[config.mk]
export PLATFORM = sky130hd
export DESIGN_NAME = sprite_line_fetcher
export DESIGN_NICKNAME = d
export VERILOG_FILES = /design/src/rtl/sprite_line_fetcher.sv
export SDC_FILE = /design/constraint.sdc
export NUM_CORES = 1
export LEC_CHECK = 0
export CAP_MARGIN = 20
export CORE_MARGIN = 2
export CORE_UTILIZATION = 51
export DETAILED_ROUTE_END_ITERATION = 12
export PLACE_DENSITY_LB_ADDON = 0.25
export SLEW_MARGIN = 10
export SYNTH_ARGS = -nofsm -noshare
export SYNTH_HDL_FRONTEND = slang
export SYNTH_SLANG_ARGS = --single-unit
[constraint.sdc]
create_clock -name clk -period 22 [get_ports clk]
set_input_delay 4.4 -clock clk [delete_from_list [all_inputs] [get_ports clk]]
set_output_delay 4.4 -clock clk [all_outputs]
set_load 0.03 [all_outputs]
[src/rtl/sprite_line_fetcher.sv]
// sprite_line_fetcher: per-scanline sprite scan and ROM row fetch into the line buffer during hblank
// Ports: clk/reset (async, active-low); gl_array = NUM_ENTRIES packed {id[23:20], x[19:10], y[9:0]};
// hcount/vcount = VGA counters; rom_addr/rom_data = sprite ROM {id,row,col} -> RGB888 after ROM_LATENCY;
// lb_clear/lb_wr_en/lb_wr_addr/lb_wr_data = line buffer; busy = line in progress; overflow = too many hits.
module sprite_line_fetcher #(
  parameter int NUM_ENTRIES  = 20,
  parameter int MAX_PER_LINE = 4,
  parameter int SPRITE_DIM   = 32,
  parameter int ROM_LATENCY  = 2,
  parameter int H_ACTIVE     = 640,
  parameter int V_ACTIVE     = 480,
  parameter int V_TOTAL      = 525
) (
  input  logic                      clk,
  input  logic                      reset,
  input  logic [24*NUM_ENTRIES-1:0] gl_array,
  input  logic [9:0]                hcount,
  input  logic [9:0]                vcount,
  output logic [13:0]               rom_addr,
  input  logic [23:0]               rom_data,
  output logic                      lb_clear,
  output logic                      lb_wr_en,
  output logic [9:0]                lb_wr_addr,
  output logic [23:0]               lb_wr_data,
  output logic                      busy,
  output logic                      overflow
);
  localparam int CW = $clog2(SPRITE_DIM);
  localparam int SW = $clog2(MAX_PER_LINE);
  localparam int KW = $clog2(MAX_PER_LINE + 1);
  localparam int NW = $clog2(NUM_ENTRIES);
  localparam int DW = $clog2(ROM_LATENCY + 1);
  typedef enum logic [2:0] {IDLE, SKIP, SCAN, FETCH, DRAIN, DONE} state_t;
  state_t state, state_n;
  logic h_d, trig, hit, add, issue, last_slot;
  logic [9:0] tgt, tgt_n;
  logic [23:0] shadow [NUM_ENTRIES];
  logic [23:0] e;
  logic [NW-1:0] si;
  logic [KW-1:0] cnt;
  logic [3:0] s_id [MAX_PER_LINE];
  logic [9:0] s_x [MAX_PER_LINE];
  logic [CW-1:0] s_row [MAX_PER_LINE];
  logic [SW-1:0] fs;
  logic [CW-1:0] fc;
  logic [DW-1:0] dc;
  logic [13:0] rom_q, cur;
  logic p_v [ROM_LATENCY];
  logic [10:0] p_x [ROM_LATENCY];
  assign trig = state == IDLE && hcount == 10'(H_ACTIVE) && !h_d;
  assign tgt_n = vcount == 10'(V_TOTAL - 1) ? '0 : vcount + 10'd1;
  assign e = shadow[si];
  // 11-bit compare so a sprite near the bottom never wraps onto the top lines
  assign hit = e[9:0] < 10'(V_ACTIVE) && {1'b0, e[9:0]} <= {1'b0, tgt} &&
               {1'b0, tgt} < {1'b0, e[9:0]} + 11'(SPRITE_DIM);
  assign add = hit && cnt < KW'(MAX_PER_LINE);
  assign issue = state == FETCH;
  assign last_slot = fs == SW'(cnt - 1'b1);
  assign cur = {s_id[fs], s_row[fs], fc};
  assign rom_addr = issue ? cur : rom_q;
  assign lb_clear = state == SCAN && si == '0;
  assign busy = state inside {SKIP, SCAN, FETCH, DRAIN};
  assign lb_wr_en = p_v[ROM_LATENCY-1] && rom_data != '0 && p_x[ROM_LATENCY-1] < 11'(H_ACTIVE);
  assign lb_wr_addr = lb_wr_en ? p_x[ROM_LATENCY-1][9:0] : '0;
  assign lb_wr_data = lb_wr_en ? rom_data : '0;
  always_comb begin
    state_n = state;
    case (state)
      IDLE:    state_n = trig ? (tgt_n >= 10'(V_ACTIVE) ? SKIP : SCAN) : IDLE;
      SKIP:    state_n = IDLE;
      SCAN:    state_n = si == NW'(NUM_ENTRIES - 1) ? (cnt != '0 || add ? FETCH : DONE) : SCAN;
      FETCH:   state_n = fc == '1 && last_slot ? DRAIN : FETCH;
      DRAIN:   state_n = dc == DW'(ROM_LATENCY - 1) ? DONE : DRAIN;
      default: state_n = IDLE;
    endcase
  end
  always_ff @(posedge clk)
    if (trig) for (int i = 0; i < NUM_ENTRIES; i++) shadow[i] <= gl_array[24*i +: 24];
  always_ff @(posedge clk or negedge reset) begin
    if (!reset) begin
      state <= IDLE;
      h_d <= 1'b0;
      tgt <= '0;
      si <= '0;
      cnt <= '0;
      fs <= '0;
      fc <= '0;
      dc <= '0;
      overflow <= 1'b0;
      rom_q <= '0;
      for (int i = 0; i < MAX_PER_LINE; i++) begin
        s_id[i] <= '0;
        s_x[i] <= '0;
        s_row[i] <= '0;
      end
      for (int i = 0; i < ROM_LATENCY; i++) begin
        p_v[i] <= 1'b0;
        p_x[i] <= '0;
      end
    end else begin
      state <= state_n;
      h_d <= hcount == 10'(H_ACTIVE);
      if (trig) begin
        tgt <= tgt_n;
        si <= '0;
        cnt <= '0;
        fs <= '0;
        fc <= '0;
        dc <= '0;
        if (tgt_n < 10'(V_ACTIVE)) overflow <= 1'b0;
      end
      if (state == SCAN) begin
        si <= si + 1'b1;
        if (add) begin
          s_id[cnt[SW-1:0]] <= e[23:20];
          s_x[cnt[SW-1:0]] <= e[19:10];
          s_row[cnt[SW-1:0]] <= CW'(tgt - e[9:0]);
          cnt <= cnt + 1'b1;
        end else if (hit) overflow <= 1'b1;
      end
      if (issue) begin
        rom_q <= cur;
        fc <= fc + 1'b1;
        if (fc == '1) fs <= fs + 1'b1;
      end
      if (state == DRAIN) dc <= dc + 1'b1;
      // x+col travels with the valid bit so each write lines up with its ROM pixel
      p_v[0] <= issue;
      p_x[0] <= 11'(s_x[fs]) + 11'(fc);
      for (int i = 1; i < ROM_LATENCY; i++) begin
        p_v[i] <= p_v[i-1];
        p_x[i] <= p_x[i-1];
      end
    end
  end
endmodule
==> results of run 1 <==
[how the worst min path moves through the flow]
stage                    to  slack (ns)
floorplan            p_v[0]        0.33
global placement     p_x[8]        0.34
detailed placement   p_x[1]        0.34
CTS                 p_x[10]        0.35
global route         p_x[1]        0.36
finish              p_x[10]        0.35
[layout by cell type (no fill, tap or decap), types with 20 or more instances in the layout]
cell type          n
clkdlybuf4s50_1  576
edfxtp_1         480
mux4_2           143
dfrtp_1          141
nand2_1           74
mux2_2            70
clkbuf_16         70
o21ai_0           40
inv_1             37
ha_1              37
and2_1            35
mux2_4            26
clkbuf_1          20
[cells by family (layout without fill, tap and decap cells)]
group / Yosys count / after routing
flip-flops: 626 / 626
multiplexers: 259 / 259
AND/OR/NAND/NOR: 211 / 211
AO/OA/AOI/OAI: 102 / 102
buffers and inverters: 102 / 743
adder cells (fa/ha/maj): 39 / 39
XOR/XNOR: 26 / 26
other: 0 / 14
[cell type report]
type	count	area [um^2]	area share, %
Sequential cell	626	18100	52.8
Tap cell	672	841	2.45
Antenna cell	14	35.0	0.102
Clock inverter	18	141	0.413
Timing Repair Buffer	590	5900	17.2
Clock buffer	96	1910	5.57
Inverter	39	154	0.449
Multi-Input combinational cell	637	7200	21.0
[power groups by stage]
stage	combinational [mW]	sequential, mW	clock (mW)
after floorplan	0.572	1.31	0
after global placement	0.814	1.36	0
after detailed placement	0.824	1.36	0
after CTS	0.830	1.33	1.08
after global routing	0.886	1.34	1.13
final	0.820	1.33	1.06
[Yosys cell counts, types with 3 or more instances]
| master | count |
|---|---|
| dfrtp_1 | 146 |
| nand3_1 | 19 |
| ha_1 | 37 |
| xnor2_1 | 15 |
| buf_6 | 6 |
| nand3b_1 | 6 |
| mux2_2 | 70 |
| edfxtp_1 | 480 |
| nand2b_1 | 4 |
| and3_1 | 5 |
| mux2_4 | 26 |
| and2_1 | 35 |
| buf_2 | 13 |
| mux4_1 | 5 |
| buf_1 | 9 |
| o21ai_0 | 40 |
| a21oi_1 | 12 |
| nand4_1 | 4 |
| o31ai_1 | 10 |
| or3_1 | 8 |
| nor3_1 | 4 |
| o211ai_1 | 5 |
| nor3b_1 | 3 |
| nor4_1 | 9 |
| a221oi_1 | 4 |
| mux2i_1 | 14 |
| inv_1 | 38 |
| a31oi_1 | 3 |
| o22ai_1 | 5 |
| xor2_1 | 11 |
| buf_12 | 3 |
| o21bai_1 | 4 |
| nor2b_1 | 11 |
| nand2_1 | 74 |
| nor2_1 | 19 |
| mux4_2 | 143 |
| clkbuf_1 | 29 |
| a21o_1 | 3 |
[sequential cells by signal, indices dropped and copies added, names as in the netlist, 3 cells and up]
| name | flops |
|---|---|
| cnt | 3 |
| fc | 5 |
| p_x | 22 |
| rom_q | 14 |
| s_id | 16 |
| s_row | 20 |
| s_x | 40 |
| shadow | 480 |
| si | 5 |
| state | 3 |
| tgt | 10 |
[metal layers]
layer	track usage, %	wire length [um]	share of wire, %
met3	6.37	4720	7.2
met2	44.2	34400	52
met1	30.9	24800	38
met4	9.52	1880	2.9
met5	0	112	0.17
[critical path: cells and delay by family]
family | cells | cell delay (ns)
AND/OR/NAND/NOR | 3 | 0.74
buffers and inverters | 3 | 1.27
AO/OA/AOI/OAI | 1 | 0.25
==> flow_summary_export.csv, run 1 <==
group,metric,value,unit
place,dp_hpwl,46900,um
logic_synthesis,synthXorXnorAreaFrac,0.884,%
global_route,grt_max_degree,198,
logic_synthesis,synth_top_family_by_area,"multiplexers",
detailed_routing,via_count,14800,
place,portBuffers,577,
logic_synthesis,yosysTopAreaCell,"edfxtp_1",
die,chipWidth,229,um
timing,fin_ws,10.93,ns
critical_path,critPathMaxFanout,18,
critical_path,setup.worst_path.end_class,"output pin",
logic_synthesis,postSynthAreaPerCell,18.9,um^2
pwr,p_int,2.33,mW
critical_path,arrival,6.67,ns
logic_synthesis,synthesis.instances,1365,
pwr,power_leakage,12.4,nW
cts,clk_pin_slew,0.05,ns
cts,cts.sinks,626,
place,placed_cell_area,32200,um^2
run,drv_cap,0,
logic_synthesis,yosys.area_share.simple,4.27,%
global_route,antenna_found_initial,24,
timing,period_needed,11.07,ns
detailed_routing,wire_per_inst,24.5,um
pwr,pwr-share-comb,25.5,%
pwr,vdd_drop_max,0.0000814,V
cts,cts_resized,0,
logic_synthesis,synth_edf_count,480,
cts,cts_max_level,3,
cts,numCtsBuffers,66,
logic_synthesis,netlist_area,25800,um^2
critical_path,critical_path_class,"input port to output pin",
cts,cts_hold_buf,0,
timing,fin_worst_skew,0.0148,ns
min_path,worstHoldPathType,"flip-flop to flip-flop",
timing,hold_slack,0.347,ns
die,die_y,229,um
logic_synthesis,yosys_register_bits,626,
die,start_util,51.5,%
timing,max_freq,90.3,MHz
die,io_pins,578,
logic_synthesis,ys_warn_count,0,
pwr,finalPower,3.21,mW
pwr,p_sw,0.884,mW
detailed_routing,viasPerCell,5.49,
critical_path,critPathSlowestCell,"clkdlybuf4s50_1",
die,core,50100,um^2
detailed_routing,dr.pass1.iters,5,
logic_synthesis,synth_fa_ha_area_share,1.95,%
logic_synthesis,ys_top_cells_by_area,"edfxtp_1 56%, dfrtp_1 14%, mux4_2 12%, mux2_2 3.1%, ha_1 1.8%",
logic_synthesis,yosysUniqueCellTypes,64,
place,gp_congestion,0.849,
finish,final_util,68.4,%
min_path,hp-start,"p_x[21]",
logic_synthesis,syn_nets,1930,
detailed_routing,post-route-drc-count,0,
detailed_routing,wl,65900,um
detailed_routing,initialDrtViolationCount,1111,
logic_synthesis,synth.top_cell.area_share,55.9,%
global_route,first_global_vias,15800,
critical_path,reg2reg_to,"s_x[18]",
pwr,sw_frac_of_total,27.5,%
logic_synthesis,synthFlopType,"edfxtp_1",
timing,hold_viol,0,
pwr,power_frac_seq,41.4,%
critical_path,r2r_cells,15,
place,dpl.cell_count,2563,
global_route,track_usage,25.5,%
timing,drv_slew,0,
timing,finalSetupViolCount,0,
critical_path,crit_path_start,"rom_data[13]",
min_path,min_path_cells,0,
global_route,grt_pass1_wl,97700,um
cts,cts_root_buffer,"clkbuf_16",
logic_synthesis,ys_seq_area_share,70.1,%
cts,cts_tree,"built",
detailed_routing,ant_nets,0,
finish,fillCellCount,3350,
cts,post_cts_buffers,0,
critical_path,cpMostUsedCell,"clkdlybuf4s50_1",
critical_path,critical_path_required,17.60,ns
critical_path,worst-r2r-setup-slack,15.90,ns
place,dp_slack,10.73,ns
timing,worstMarginPinSlew,1.09,ns
finish,syn2layout_area_growth,32.9,%
logic_synthesis,synthArstFlopShare,23.3,%
finish,layoutNonFillerInstCount,2692,
critical_path,cp_cell_sequence,"clkdlybuf4s50_1 -> nor4_1 -> and4_1 -> a31oi_2 -> buf_6 -> and2_1 -> clkdlybuf4s50_1",
die,std_cell_rows,82,
finish,drive_gt1_share,17.5,%
finish,nets,2525,
outcome,status,"finished, final reports clean",
critical_path,regToRegStartpoint,"si[0]",
timing,slew_headroom,27.5,%
logic_synthesis,synth-compound-area-share,2.63,%
cts,clkLatencyLatePin,0.59,ns
global_route,gr-total-overflow,0,
critical_path,max_stage_delay,0.60,ns
timing,min_period_over_period,50.3,%
critical_path,crit_end,"lb_wr_data[23]",
critical_path,start_kind,"input port",
pwr,powerDensity,93.8,nW/um^2
pwr,clkPwrFrac,33.1,%
finish,fin_area,34300,um^2
timing,grt_setup_unrepaired,"false",
timing,fin_setup_tns,0,ns
cts,cts_max_path_buffers,3,
logic_synthesis,synthMuxAreaShare,18.2,%
die,dieArea,52300,um^2
Power figures use the tool's default switching activity.
==> inputs of run 2 (changes only) <==
--- a/config.mk
+++ b/config.mk
@@ -7,7 +7,7 @@
 export LEC_CHECK = 0
 export CAP_MARGIN = 20
 export CORE_MARGIN = 2
-export CORE_UTILIZATION = 51
+export CORE_UTILIZATION = 46
 export DETAILED_ROUTE_END_ITERATION = 12
 export PLACE_DENSITY_LB_ADDON = 0.25
 export SLEW_MARGIN = 10
==> constraint.sdc (replaced) <==
create_clock -name clk -period 9.1 [get_ports clk]
set_input_delay 1.82 -clock clk [delete_from_list [all_inputs] [get_ports clk]]
set_output_delay 1.82 -clock clk [all_outputs]
set_load 0.03 [all_outputs]
==> run 2 against run 1 <==
Via count grew 0.33%. Global-route usage shrank 2.6 points. Final cell count grew 3.6%. Routed wire length grew 0.19%. Design area grew 0.80%. Clock skew grew 0.0084 ns. Utilization shrank 5.9 points. Largest power group unchanged. Non-clock buffer count grew 5. Critical endpoint is now s_x[28]. First-iteration DRC count grew 1.8%. Worst setup slack lost 7.7 ns. Combinational power grew 150%.
==> flow_summary_export.csv, run 2 (synthesized netlist as in run 1, its figures left out) <==
group,metric,value,unit
critical_path,start_kind,"flip-flop",
cts,cts_resized,0,
timing,min_period_over_period,64.4,%
detailed_routing,wl_met2,34000,um
detailed_routing,via_count,14800,
critical_path,crit_cells,15,
detailed_routing,initialDrtViolationCount,1131,
critical_path,worst-r2r-setup-slack,3.24,ns
detailed_routing,wl_met1,25000,um
global_route,track_usage,22.9,%
detailed_routing,top_layer,"met5",
finish,nets,2530,
cts,numCtsBuffers,66,
critical_path,max_stage_delay,1.00,ns
global_route,gr-total-overflow,0,
critical_path,crit_buf_inv,1,
timing,drv_slew,0,
critical_path,cpMostUsedCell,"ha_1",
finish,top_register,"shadow",
detailed_routing,viasPerCell,5.31,
finish,layoutNonFillerInstCount,2789,
pwr,vdd_drop_max,0.000197,V
die,start_util,46.7,%
timing,worstMarginPinSlew,1.11,ns
pwr,powerDensity,228,nW/um^2
timing,finalSetupViolCount,0,
cts,clk_pin_slew,0.06,ns
critical_path,critPathSlowestCell,"dfrtp_4",
critical_path,crit_end,"s_x[28]",
critical_path,critPathMaxFanout,57,
place,dp_slack,2.95,ns
timing,max_freq,171,MHz
timing,slew_headroom,26.1,%
timing,hold_viol,0,
finish,syn2layout_area_growth,34.0,%
finish,drive_gt1_share,17.9,%
cts,post_cts_buffers,0,
finish,largest_registers,"shadow: 480 flops, s_x: 40 flops, p_x: 22 flops",
place,gp_congestion,0.817,
detailed_routing,met3_length,5090,um
detailed_routing,wire_per_inst,23.7,um
die,die_y,241,um
critical_path,regToRegStartpoint,"si[0]",
critical_path,arrival,6.33,ns
detailed_routing,dr.pass1.iters,5,
cts,cts_hold_buf,0,
critical_path,crit_path_start,"si[0]",
die,core,55200,um^2
cts,cts_max_level,3,
finish,mostFrequentLayoutCells,"576 x clkdlybuf4s50_1, 480 x edfxtp_1, 143 x mux4_2",
timing,fin_ws,3.24,ns
finish,fillCellCount,3923,
critical_path,cp_cell_sequence,"buf_12 -> mux4_2 -> o22ai_1 -> o211ai_1 -> nor2b_1 -> ha_1 -> nand3_1 -> xor2_1 -> ha_1 -> o2111ai_1 -> a21oi_1 -> a221oi_1 -> or3b_4 -> or3_1 -> mux2_4",
global_route,grt_max_degree,162,
min_path,worstHoldPathType,"flip-flop to flip-flop",
die,io_pins,578,
cts,cts.sinks,626,
global_route,grt_pass1_wl,96200,um
detailed_routing,ant_nets,0,
cts,cts_max_path_buffers,3,
detailed_routing,post-route-drc-count,0,
pwr,power_leakage,12.5,nW
die,chipWidth,241,um
critical_path,reg2reg_to,"s_x[28]",
critical_path,critical_path_required,9.57,ns
critical_path,setup.worst_path.end_class,"flip-flop",
die,dieArea,57900,um^2
timing,fin_worst_skew,0.0232,ns
timing,period_needed,5.86,ns
place,dp_hpwl,47800,um
detailed_routing,wl,66000,um
timing,hold_slack,0.341,ns
critical_path,r2r_cells,15,
place,dpl.cell_count,2643,
die,std_cell_rows,86,
finish,mostFrequentLayoutCell,"clkdlybuf4s50_1",
place,portBuffers,577,
timing,grt_setup_unrepaired,"false",
cts,clkLatencyLatePin,0.60,ns
critical_path,crit_family,"simple AND/OR/NAND/NOR gates",
cts,cts_tree,"built",
global_route,antenna_found_initial,32,
finish,largest_reg_flops,480,
global_route,first_global_vias,15800,
timing,fin_setup_tns,0,ns
run,drv_cap,0,
outcome,status,"finished, final reports clean",
critical_path,critical_path_class,"flip-flop to flip-flop",
cts,cts_root_buffer,"clkbuf_16",
==> run 2: layer usage <==
layer / global-route usage (%) / vias up
met4: 8.87 / 20
met2: 39.2 / 562
met5: 0 / -
met3: 6.31 / 125
met1: 27.6 / 7482
li1: - / 6633
==> run 2: worst min path at each step <==
stage	from	endpoint	slack [ns]	depth (start not counted)
global route	p_x[19]	p_x[8]	0.35	0
detailed placement	p_x[18]	p_x[7]	0.33	0
finish	p_x[18]	p_x[7]	0.34	0
global placement	p_x[18]	p_x[7]	0.34	0
floorplan	p_v[1]	p_v[0]	0.33	0
CTS	p_x[18]	p_x[7]	0.34	0
==> run 2: layout make-up <==
type | instances | area, um^2 | area share, %
antenna | 23 | 57.6 | 0.167
clock buffer | 95 | 1850 | 5.37
clock inverter | 26 | 284 | 0.822
inverter | 39 | 154 | 0.446
multi-input combinational | 637 | 7200 | 20.8
sequential | 626 | 18100 | 52.4
tap | 748 | 936 | 2.71
timing repair buffer | 595 | 5970 | 17.3
==> run 2: where the power goes <==
group          leakage, nW  switching (mW)  internal (mW)
Combinational         5.24           0.977           1.03
Sequential            6.19          0.0991           3.10
Clock                 1.04            1.09           1.57
==> run 2: per-stage QoR <==
step	util [%]	total power, mW	instance area, um^2
global placement	58.5	5.28	32300
CTS	62.4	7.96	34400
global route	62.5	8.21	34500
detailed placement	58.5	5.30	32300
floorplan	-	4.56	25800
finish	62.6	7.87	34500
==> run 2: worst reg2reg max path, stage by stage, from the launching register on <==
cell and delay (ns):
dfrtp_4 1.00, buf_12 0.48, mux4_2 0.64, o22ai_1 0.23
o211ai_1 0.21, nor2b_1 0.21, ha_1 0.22, nand3_1 0.09
xor2_1 0.15, ha_1 0.26, o2111ai_1 0.11, a21oi_1 0.07
a221oi_1 0.25, or3b_4 0.51, or3_1 0.86, mux2_4 0.48
==> inputs of run 3 (changes only) <==
==> constraint.sdc (replaced) <==
create_clock -name clk -period 5.05 [get_ports clk]
set_input_delay 1.01 -clock clk [delete_from_list [all_inputs] [get_ports clk]]
set_output_delay 1.01 -clock clk [all_outputs]
set_load 0.03 [all_outputs]
==> run 3 against run 2 <==
First-iteration DRC count fell by 10%. Final cell count rose by 0.68%. Design area rose by 1.1%. Critical path type unchanged. Clock power rose by 83%. Sequential power rose by 78%. Die area did not move. Routed wire length rose by 2.7%. Combinational power rose by 90%. Register-to-register slack got worse by 2.9 ns. Clock skew fell by 0.0030 ns.
==> flow_summary_export.csv, run 3 (synthesized netlist as in run 1, its figures left out) <==
group,metric,value,unit
cts,cts.sinks,626,
critical_path,reg2reg_to,"s_x[27]",
detailed_routing,via_count,15000,
die,std_cell_rows,86,
timing,fin_worst_skew,0.0202,ns
run,drv_cap,0,
critical_path,start_kind,"flip-flop",
pwr,finalPower,14.4,mW
timing,hold_viol,0,
timing,fin_ws,0.356,ns
cts,cts_tree,"built",
critical_path,critical_path_required,5.53,ns
critical_path,arrival,5.18,ns
cts,cts_root_buffer,"clkbuf_16",
finish,largest_registers,"shadow: 480 flops, s_x: 40 flops, p_x: 22 flops",
cts,clkLatencyLatePin,0.61,ns
finish,nets,2560,
timing,period_needed,4.69,ns
die,io_pins,578,
global_route,first_global_vias,16000,
pwr,power_frac_seq,39.6,%
place,dp_hpwl,50900,um
global_route,gr-total-overflow,0,
place,dp_slack,0.181,ns
die,chipWidth,241,um
pwr,pwr-share-comb,26.6,%
finish,largest_reg_flops,480,
global_route,track_usage,23.6,%
detailed_routing,wire_per_inst,24.2,um
detailed_routing,viasPerCell,5.34,
timing,fin_setup_tns,0,ns
critical_path,regToRegStartpoint,"si[0]",
finish,syn2layout_area_growth,35.5,%
pwr,sw_frac_of_total,28.0,%
timing,worstMarginPinSlew,1.02,ns
global_route,grt_max_degree,111,
timing,grt_setup_unrepaired,"false",
timing,max_freq,213,MHz
timing,finalSetupViolCount,0,
detailed_routing,post-route-drc-count,0,
timing,drv_slew,0,
die,core,55200,um^2
place,gp_congestion,0.865,
timing,slew_headroom,31.6,%
pwr,power_leakage,12.7,nW
pwr,p_sw,4.03,mW
place,portBuffers,577,
detailed_routing,initialDrtViolationCount,1013,
global_route,antenna_found_initial,13,
pwr,clkPwrFrac,33.9,%
cts,cts_max_level,3,
critical_path,setup.worst_path.end_class,"flip-flop",
critical_path,r2r_cells,16,
cts,clk_pin_slew,0.06,ns
die,start_util,46.7,%
outcome,status,"finished, final reports clean",
critical_path,critical_path_class,"flip-flop to flip-flop",
pwr,p_int,10.4,mW
finish,mostFrequentLayoutCells,"576 x clkdlybuf4s50_1, 480 x edfxtp_1, 143 x mux4_2",
cts,cts_hold_buf,0,
critical_path,critPathMaxFanout,30,
pwr,powerDensity,412,nW/um^2
finish,drive_gt1_share,19.7,%
cts,cts_max_path_buffers,3,
global_route,grt_pass1_wl,98700,um
min_path,worstHoldPathType,"input port to async pin",
cts,numCtsBuffers,68,
timing,min_period_over_period,93.0,%
detailed_routing,wl,67800,um
detailed_routing,dr.pass1.iters,7,
timing,hold_slack,0.253,ns
die,die_y,241,um
critical_path,worst-r2r-setup-slack,0.36,ns
finish,mostFrequentLayoutCell,"clkdlybuf4s50_1",
die,dieArea,57900,um^2
finish,top_register,"shadow",
pwr,vdd_drop_max,0.000267,V
detailed_routing,ant_nets,0,
-- run 3: changes by cell type in the layout (fill, tap and decap cells not counted), moves of 7 or more --
| cell | delta |
|---|---|
| diode_2 | -14 |
| clkbuf_1 | -16 |
| clkinv_1 | +7 |
| clkinv_2 | +8 |
| buf_4 | +20 |
| buf_12 | +7 |
-- run 3: power by group through the flow --
| stage | registers [mW] | logic (mW) | clock network, mW |
|---|---|---|---|
| CTS | 5.72 | 3.81 | 4.96 |
| global placement | 5.82 | 3.71 | 0 |
| finish | 5.69 | 3.82 | 4.87 |
| detailed placement | 5.83 | 3.78 | 0 |
| floorplan | 5.72 | 2.51 | 0 |
| global route | 5.69 | 4.13 | 5.16 |
-- run 3: per-stage QoR --
| stage | area, um^2 | util (%) | std cells |
|---|---|---|---|
| after floorplan | 25800 | - | 1365 |
| after global placement | 32600 | 59.0 | 2669 |
| after detailed placement | 32600 | 59.0 | 2669 |
| after CTS | 34800 | 63.0 | 2795 |
| after global routing | 34900 | 63.2 | 2805 |
| final | 34900 | 63.2 | 2808 |
-- run 3: how the worst max path moves through the flow --
stage | start | end | slack (ns) | depth (start not counted)
after floorplan | si[0] | s_id[14] | 0.01 | 20
after global placement | si[0] | s_x[14] | 0.36 | 13
after detailed placement | si[1] | s_x[24] | 0.18 | 15
after CTS | si[1] | s_x[27] | 0.17 | 15
after global routing | si[0] | s_x[27] | 0.12 | 16
final | si[0] | s_x[27] | 0.36 | 16
-- run 3: layout make-up --
| cell class | count | area, um^2 |
|---|---|---|
| Inverter | 39 | 154 |
| Clock buffer | 77 | 1770 |
| Antenna cell | 9 | 22.5 |
| Multi-Input combinational cell | 637 | 7200 |
| Fill cell | 3877 | 20300 |
| Clock inverter | 49 | 454 |
| Sequential cell | 626 | 18100 |
| Timing Repair Buffer | 623 | 6290 |
| Tap cell | 748 | 936 |
-- run 3: repair_timing --
action / in CTS / in global routing
resized for setup: 0 / 1
setup endpoints to repair: 0 / 60
buffers inserted: 0 / 2
-- run 3: per-layer routing --
layer	wire length, um	vias up	part of all wire [%]	GRT usage (%)
met3	4490	98	6.6	5.39
met5	46	-	0.068	0
met4	1590	8	2.3	7.49
li1	-	6687	-	-
met2	35800	531	53	41.2
met1	25900	7676	38	29.3
-- run 3: critical path, cell delays in order (launching register included) --
cell,delay [ns]
dfrtp_4,0.48
buf_12,0.22
buf_4,0.24
mux2_1,0.37
a221oi_1,0.29
o211ai_1,0.22
nor2b_1,0.22
nand3_1,0.11
xor2_1,0.17
ha_1,0.27
o2111ai_1,0.10
a21oi_1,0.06
a221oi_1,0.27
or3b_4,0.52
or3_1,0.39
buf_4,0.25
mux2_4,0.33
